==> config.mk <==
export PLATFORM = sky130hd
export DESIGN_NAME = reg_file_param
export DESIGN_NICKNAME = d
export VERILOG_FILES = /design/src/rtl/reg_file_param.sv
export SDC_FILE = /design/constraint.sdc
export NUM_CORES = 1
export LEC_CHECK = 0
export CORE_MARGIN = 4
export CORE_UTILIZATION = 44
export CTS_BUF_LIST = sky130_fd_sc_hd__clkbuf_16
export DETAILED_ROUTE_END_ITERATION = 12
export PLACE_DENSITY = 0.67
export SLEW_MARGIN = 10
export SYNTH_ARGS = -nofsm -noshare
export SYNTH_HDL_FRONTEND = slang
export SYNTH_SLANG_ARGS = --single-unit
==> constraint.sdc <==
create_clock -name clk -period 2.34 [get_ports clk]
set_input_delay 0.468 -clock clk [delete_from_list [all_inputs] [get_ports clk]]
set_output_delay 0.468 -clock clk [all_outputs]
set_load 0.01 [all_outputs]
==> src/rtl/reg_file_param.sv <==
// ---------------------------------------------------------------------------
// reg_file_param
//
// Parametrised multi-port register file for the decode stage of the
// pipelined datapath. It has one write port and NUM_RD independent read
// ports. Options cover write-to-read bypass, a hardwired zero register and
// a registered read stage. Every output is actively driven; there are no
// tristate bitlines.
//
// Parameters:
//   DATA_W  - bits per register
//   ADDR_W  - address bits, depth = 2**ADDR_W
//   NUM_RD  - number of read ports (1..4)
//   BYPASS  - 1: a same-cycle write is forwarded to a matching read
//   ZERO_R0 - 1: register 0 reads as zero and ignores writes
//   RD_LAT  - 0: combinational read, 1: registered read
//
// Ports:
//   clk      - clock; all state updates on the rising edge
//   rst      - synchronous active-high reset; clears the array and read regs
//   wr_en    - write enable
//   wr_addr  - write register index
//   wr_data  - write data
//   rd_en    - per-port read enable
//   rd_addr  - packed read indices, port p at [p*ADDR_W +: ADDR_W]
//   rd_data  - packed read data, port p at [p*DATA_W +: DATA_W]
//   rd_valid - per-port data valid
// ---------------------------------------------------------------------------
module reg_file_param #(
    parameter int DATA_W  = 16,
    parameter int ADDR_W  = 4,
    parameter int NUM_RD  = 2,
    parameter int BYPASS  = 1,
    parameter int ZERO_R0 = 0,
    parameter int RD_LAT  = 0
) (
    input  logic                       clk,
    input  logic                       rst,
    input  logic                       wr_en,
    input  logic [ADDR_W-1:0]          wr_addr,
    input  logic [DATA_W-1:0]          wr_data,
    input  logic [NUM_RD-1:0]          rd_en,
    input  logic [NUM_RD*ADDR_W-1:0]   rd_addr,
    output logic [NUM_RD*DATA_W-1:0]   rd_data,
    output logic [NUM_RD-1:0]          rd_valid
);

    localparam int DEPTH = 2 ** ADDR_W;

    logic [DATA_W-1:0]        mem [DEPTH];
    logic                     wr_to_zero;
    logic [NUM_RD*DATA_W-1:0] rd_value;

    // Writes to register 0 are discarded when it is hardwired to zero.
    assign wr_to_zero = (ZERO_R0 != 0) && (wr_addr == '0);

    // Storage array. Reset clears every entry and takes priority over a
    // concurrent write, which is dropped.
    always_ff @(posedge clk) begin
        if (rst) begin
            for (int i = 0; i < DEPTH; i++) begin
                mem[i] <= '0;
            end
        end else if (wr_en && !wr_to_zero) begin
            mem[wr_addr] <= wr_data;
        end
    end

    // Per-port read value. Priority: disabled port, zero register, bypass,
    // then array contents. Bypass is suppressed while rst is high, because
    // the write it would forward is being dropped by the reset.
    for (genvar p = 0; p < NUM_RD; p++) begin : g_rd
        logic [ADDR_W-1:0] addr;
        logic [DATA_W-1:0] value;

        assign addr = rd_addr[p*ADDR_W +: ADDR_W];

        always_comb begin
            value = '0;
            if (!rd_en[p]) begin
                value = '0;
            end else if ((ZERO_R0 != 0) && (addr == '0)) begin
                value = '0;
            end else if ((BYPASS != 0) && wr_en && !rst && (wr_addr == addr)) begin
                value = wr_data;
            end else begin
                value = mem[addr];
            end
        end

        assign rd_value[p*DATA_W +: DATA_W] = value;
    end

    // Output stage. The registered variant samples the read value and rd_en
    // at the edge; reset discards whatever read was in flight.
    if (RD_LAT == 0) begin : g_comb_out
        assign rd_data  = rd_value;
        assign rd_valid = rd_en;
    end else begin : g_reg_out
        always_ff @(posedge clk) begin
            if (rst) begin
                rd_data  <= '0;
                rd_valid <= '0;
            end else begin
                rd_data  <= rd_value;
                rd_valid <= rd_en;
            end
        end
    end

endmodule
Word level (Yosys, flattened, before mapping)
Memory sizes are Yosys's and may differ from the RTL's.
Index checks and enable logic that the tools add are counted.

word-level totals
  memories kept = 1
  register bits = 0
  memory bits (writable) = 256
  word-level logic and storage cells = 20

cells by class
  reductions and logical operators = 5
  muxes and demuxes = 12
  equal/unequal tests = 2

memories
  memory  depth  width  rd ports  clocked after Yosys merged registers in  write ports  line  RTL
  mem     16     16     2         0                                        16           50    logic [DATA_W-1:0] mem [DEPTH];

operator list
  kind                 number
  two-way mux 16 bit   5
  OR reduction 16 bit  1
  equality test 4 bit  2
  two-way mux 1 bit    6
  two-way mux 4 bit    1
  logical AND 1 bit    3
  zero test 1 bit      1

Logic depth before layout (Yosys ltp)
Gate-level depths: netlist of run 1.

  depth in word-level cells = 5
  depth in mapped cells = 6
  depth with buffers taken out = 4

Least setup slack after synthesis of run 1
No wires, ideal clock.

  path type = in2out
  start point = in rd_addr[0]
  end point = out rd_data[10]
  buffers on the path = 2
  arrival = 1.781 ns
  setup slack = 0.091 ns
  stages = 6
  path through = buf_4 buf_4 mux4_2 a22oi_1 nand2_1 a22o_1

on the way
  word-level cells in the longest chain between the ends = 4
  elaborated cells between the ends (all ways) = 5
  those cells by class = 1 x eq/ne; 2 x mux; 1 x reduce/logical; 1 x memory

RTL lines
  what                                                                               line  RTL
  start, declared                                                                    43    input logic [NUM_RD*ADDR_W-1:0] rd_addr,
  parallel branches: the longest is 2 deep, another holds memory read (16 x 16 bit)  n/a
  two-way mux 16 bit (*)                                                             84    end else if ((BYPASS != 0) && wr_en && !rst && (wr_addr == addr)) begin
  two-way mux 16 bit (*)                                                             80    if (!rd_en[p]) begin
  end, declared                                                                      44    output logic [NUM_RD*DATA_W-1:0] rd_data,

Mark *: on every way between the ends.

==> flow_summary.toml, run 1 <==
[global_routing]
antenna_found_initial = 0
grt_pass1_vias = 9561
grt_max_degree = 27
grt_pass1_wl_um = 61220
overflow = 0
grt_use_total = 0.2435

[clock_network]
clkTransAtPathRegs_ns = 0.06
cts.sinks = 256
cts_buffer_depth = 3
cts.htree.levels = 1
cts_root_buf = "clkbuf_16"
hold_buffers = 0
cts_tree = "done"
numCtsBuffers = 28

[sta]
layout_setup_ws_ns = -0.2696
min_period_over_period = 1.115
setup_viol = 32
final.setup.tns_ns = -6.869
hold_violations = 0
slew_headroom = 0.7621
rsz0062_at_grt = "true"
whs_ns = 0.8713
fmax_mhz = 383.2
period_needed_ns = 2.610
tightest_slew_ns = 0.3554
slew_viol_final = 0

[route]
drcViolationCount = 0
ant_nets = 0
drt_first_iter_violations = 988
vias_per_cell = 6.104
dr.pass1.iters = 5
wirelength_um = 41430
vias = 9186
wire_per_inst_um = 27.53

[setup_path]
crit_required_ns = 1.87
worst_setup_path_start_kind = "register"
arrival_ns = 2.14
crit_type = "reg2out"
worstPathMaxFanout = 2
cp-end-kind = "primary output"

[place]
hpwl_um = 27690
pre_cts_slack_ns = -0.7717
routabilityCongestion = 0.8109
numPortBuffers = 66

[synthesis]
synth_top_area_frac = 0.5535
synthDistinctLibCells = 28
synth_seq_cells = 256
yosys_warnings = 0
synth_area_leader_cell = "edfxtp_1"
synth.area.top_cells = "edfxtp_1 (55%), mux4_2 (21%), and2_1 (12%), a22oi_1 (3.5%), a22o_1 (2.0%)"
syn_area_um2 = 13890
ys_seq_area_frac = 0.5535
avgSynthCellArea_um2 = 15.20
synthArstFlopShare = 0
synth_most_common_cell = "and2_1"
ys.flop_type = "edfxtp_1"
ys_top_cells_by_count = "and2_1 (258), edfxtp_1 (256), mux4_2 (128)"
syn_nets = 947
netlist_instances = 914
synth_edf_count = 256

[finish]
reg.largest.list = "mem (256)"
regMostFlops = "mem"
fillers = 2395
final_layout_size_suffix_gt1_frac = 0.4184
final_util = 0.5735
layout.nets = 1120
largest_reg_flops = 256
syn_to_final_growth_pct = 27.30
antenna_cells = 0

[job]
drv_cap = 0

[floorplanning]
io_pins = 67
die_x_um = 185.7
core_area_um2 = 30830
initial_core_util = 0.4505
die-area_um2 = 34470
rows = 64
dieHeight_um = 185.7

[power]
power.static_leakage_nw = 6.441
vdd.ir_drop.worst_mv = 0.5163
p_per_area_nw_per_um2 = 692.0
total_power_mw = 12.24

[min_path]
hold_class = "in2reg"

[run_status]
violations = "negative setup slack"
status = "complete, but fails checks"
## layer usage
layer	share of wire	up-vias	global-route usage	wire length, µm
met1	0.40	4771	0.3322	16440
met3	0.096	57	0.05101	3972
met5	0	-	0	0
met2	0.48	459	0.4027	20060
met4	0.023	0	0.06529	964
li1	-	3899	-	-
## power breakdown
part	total, mW	internal [mW]	switching [mW]	leakage [nW]
clock	5.01	3.22	1.79	0.518
sequential	5.43	5.31	0.122	2.44
combinational	1.79	0.908	0.885	3.48
total	12.2	9.44	2.80	6.44
## cell type report
type / count / area (µm²) / area share
clock buffer: 29 / 725.7 / 0.04104
clock inverter: 23 / 329.1 / 0.01861
multi-input combinational: 575 / 6132 / 0.3468
sequential: 256 / 7687 / 0.4348
tap: 396 / 495.5 / 0.02802
timing repair buffer: 226 / 2312 / 0.1308
## logic make-up (layout without fill, tap and decap cells)
| family | Yosys count | after routing | share of synthesized area |
|---|---|---|---|
| compound gates | 98 | 98 | 0.05603 |
| xor+xnor | 8 | 8 | 0.005045 |
| buf+inv | 83 | 278 | 0.02928 |
| flops | 256 | 256 | 0.5535 |
| mux | 128 | 128 | 0.2075 |
| simple gates | 341 | 341 | 0.1486 |
## worst paths after layout
| check | endpoint | from | slack [ns] | depth (start not counted) |
|---|---|---|---|---|
| setup / recovery | rd_data[28] | mem[13][12] | -0.27 | 5 |
| hold / removal | mem[7][5] | wr_data[5] | 0.87 | 3 |
## cells in the final DEF, fill, tap and decap left out, drive strengths merged, types with 3 or more instances in the layout
| master | synthesis | layout |
|---|---|---|
| a22o | 32 | 32 |
| a22oi | 64 | 64 |
| and2 | 258 | 258 |
| buf | 29 | 194 |
| bufinv | 0 | 9 |
| clkbuf | 54 | 36 |
| clkdlybuf4s50 | 0 | 20 |
| clkinv | 0 | 14 |
| dlygate4sd2 | 0 | 4 |
| edfxtp | 256 | 256 |
| mux4 | 128 | 128 |
| nand2 | 33 | 33 |
| nand2b | 3 | 3 |
| nand3 | 3 | 3 |
| nor2 | 14 | 14 |
| nor2b | 5 | 5 |
| nor3 | 4 | 4 |
| or2 | 16 | 16 |
| xnor2 | 6 | 6 |
## per-stage QoR
step           cell area [µm²]  std cells
2_1_floorplan            13890        914
3_3_place_gp             16340       1447
3_5_place_dp             16340       1447
4_1_cts                  17600       1505
5_1_grt                  17680       1505
6_report                 17680       1505
## timing repair
item / in CTS / in global routing
setup endpoints to repair: 32 / 32
pin swaps: 63 / 11
resized for setup: 207 / 32
endpoints found under the hold margin: 0 / 0
buffers inserted: 6 / 0
cloned: 1 / 0
## critical path, stage by stage, from the launching register on
cell and delay [ns]:
edfxtp_1 0.38, mux4_2 0.50, a22oi_2 0.22, nand2_1 0.07, a22o_1 0.27, buf_2 0.17
Note: power is estimated with default switching activity, not from simulation.
==> inputs of run 2 (changes only) <==
- PLACE_DENSITY: 0.67 -> unset
==> run 2 against run 1 <==
The flow still finishes with violations (negative setup slack). Clock power decreased by 9.8%. Sequential power about the same. Routed wire length increased by 1.8%. Clock-buffer cell count unchanged. Worst hold slack got worse by 0.084 ns. Critical path type unchanged. Critical endpoint is now rd_data[30]. Highest routed layer unchanged.
==> flow_summary.toml, run 2 (synthesis results as in run 1) <==
[floorplanning]
rows = 64
die_x_um = 185.7
io_pins = 67
initial_core_util = 0.4505
die-area_um2 = 34470
core_area_um2 = 30830
dieHeight_um = 185.7

[route]
vias_per_cell = 5.904
dr.pass1.iters = 5
wirelength_um = 42190
drt_first_iter_violations = 938
wire_per_inst_um = 27.45
drcViolationCount = 0
ant_nets = 0
vias = 9074

[sta]
tightest_slew_ns = 0.3090
layout_setup_ws_ns = -0.3440
rsz0062_at_grt = "true"
setup_viol = 32
period_needed_ns = 2.684
whs_ns = 0.7878
final.setup.tns_ns = -7.611
slew_headroom = 0.7933
min_period_over_period = 1.147
hold_violations = 0
slew_viol_final = 0
fmax_mhz = 372.6

[place]
numPortBuffers = 66
dp_cells = 1459
routabilityCongestion = 0.8629
pre_cts_slack_ns = -0.8054
place_area_um2 = 16590
hpwl_um = 28950

[clock_network]
cts_buffer_depth = 3
cts_root_buf = "clkbuf_16"
clkTransAtPathRegs_ns = 0.06
cts_tree = "done"
numCtsBuffers = 29
cts.sinks = 256
cts.htree.levels = 1
hold_buffers = 0

[setup_path]
crit_required_ns = 1.87
worst_setup_path_start_kind = "register"
worstPathMaxFanout = 2
crit_type = "reg2out"
arrival_ns = 2.22
cp-end-kind = "primary output"

[global_routing]
grt_max_degree = 28
antenna_found_initial = 0
grt_pass1_wl_um = 62780
grt_pass1_vias = 9673
grt_use_total = 0.2494
overflow = 0

[finish]
regMostFlops = "mem"
final_util = 0.5858
instances_no_fill = 1537
largest_reg_flops = 256
reg.largest.list = "mem (256)"
fillers = 2388
design_area_um2 = 18060
syn_to_final_growth_pct = 30.03
final_cell_mix = "and2_1 (258), edfxtp_1 (256), buf_4 (129)"
antenna_cells = 0
final_layout_size_suffix_gt1_frac = 0.4382
layout.nets = 1154
final_common_cell = "and2_1"

[power]
total_power_mw = 11.86
vdd.ir_drop.worst_mv = 0.5360
p_per_area_nw_per_um2 = 656.5
power.static_leakage_nw = 6.651

[run_status]
violations = "negative setup slack"
status = "complete, but fails checks"

[job]
drv_cap = 0

[min_path]
hold_class = "in2reg"
## run 2: per-layer routing
metal  up-vias  global-route usage  share of wire
met4         0             0.07607          0.032
met2       361              0.4228           0.50
met5         -                   0              0
met3        78             0.04358          0.071
met1      4661              0.3326           0.40
li1       3974                   -              -
## run 2: worst paths after layout
kind         from           to  slack, ns  depth (start not counted)
max   mem[13][14]  rd_data[30]      -0.34                          6
min    wr_data[7]    mem[7][7]       0.79                          3
## run 2: report_power, final
group          internal, mW  switching [mW]  total (mW)
Sequential             5.31           0.121        5.43
Combinational         0.993           0.915        1.91
Clock                  2.67            1.85        4.52
Total                  8.98            2.88        11.9
## run 2: final cells by class
type                    instances  area, µm²  area share
multi-input cells             575       6185      0.3424
repair buffers                259       2763      0.1530
clock buffers                  29      725.7     0.04018
well taps                     396      495.5     0.02743
clock inverters                22      205.2     0.01136
flip-flops and latches        256       7687      0.4256
## run 2: critical path, stage by stage, from the launching register on
cell      delay (ns)
edfxtp_1        0.38
mux4_2          0.51
a22oi_2         0.17
buf_4           0.16
nand2_4         0.05
a22o_1          0.25
buf_2           0.14
## run 2: timing repair
item / 4_1_cts / 5_1_grt
pin swaps: 58 / 15
gates cloned: 2 / 1
buffers inserted: 24 / 1
resized for setup: 213 / 32
endpoints found under the setup margin: 32 / 32
==> inputs of run 3 (changes only) <==
- SLEW_MARGIN: 10 -> 40
==> results of run 3 <==
Final layout, timing and power as in run 2 (identical DEF).
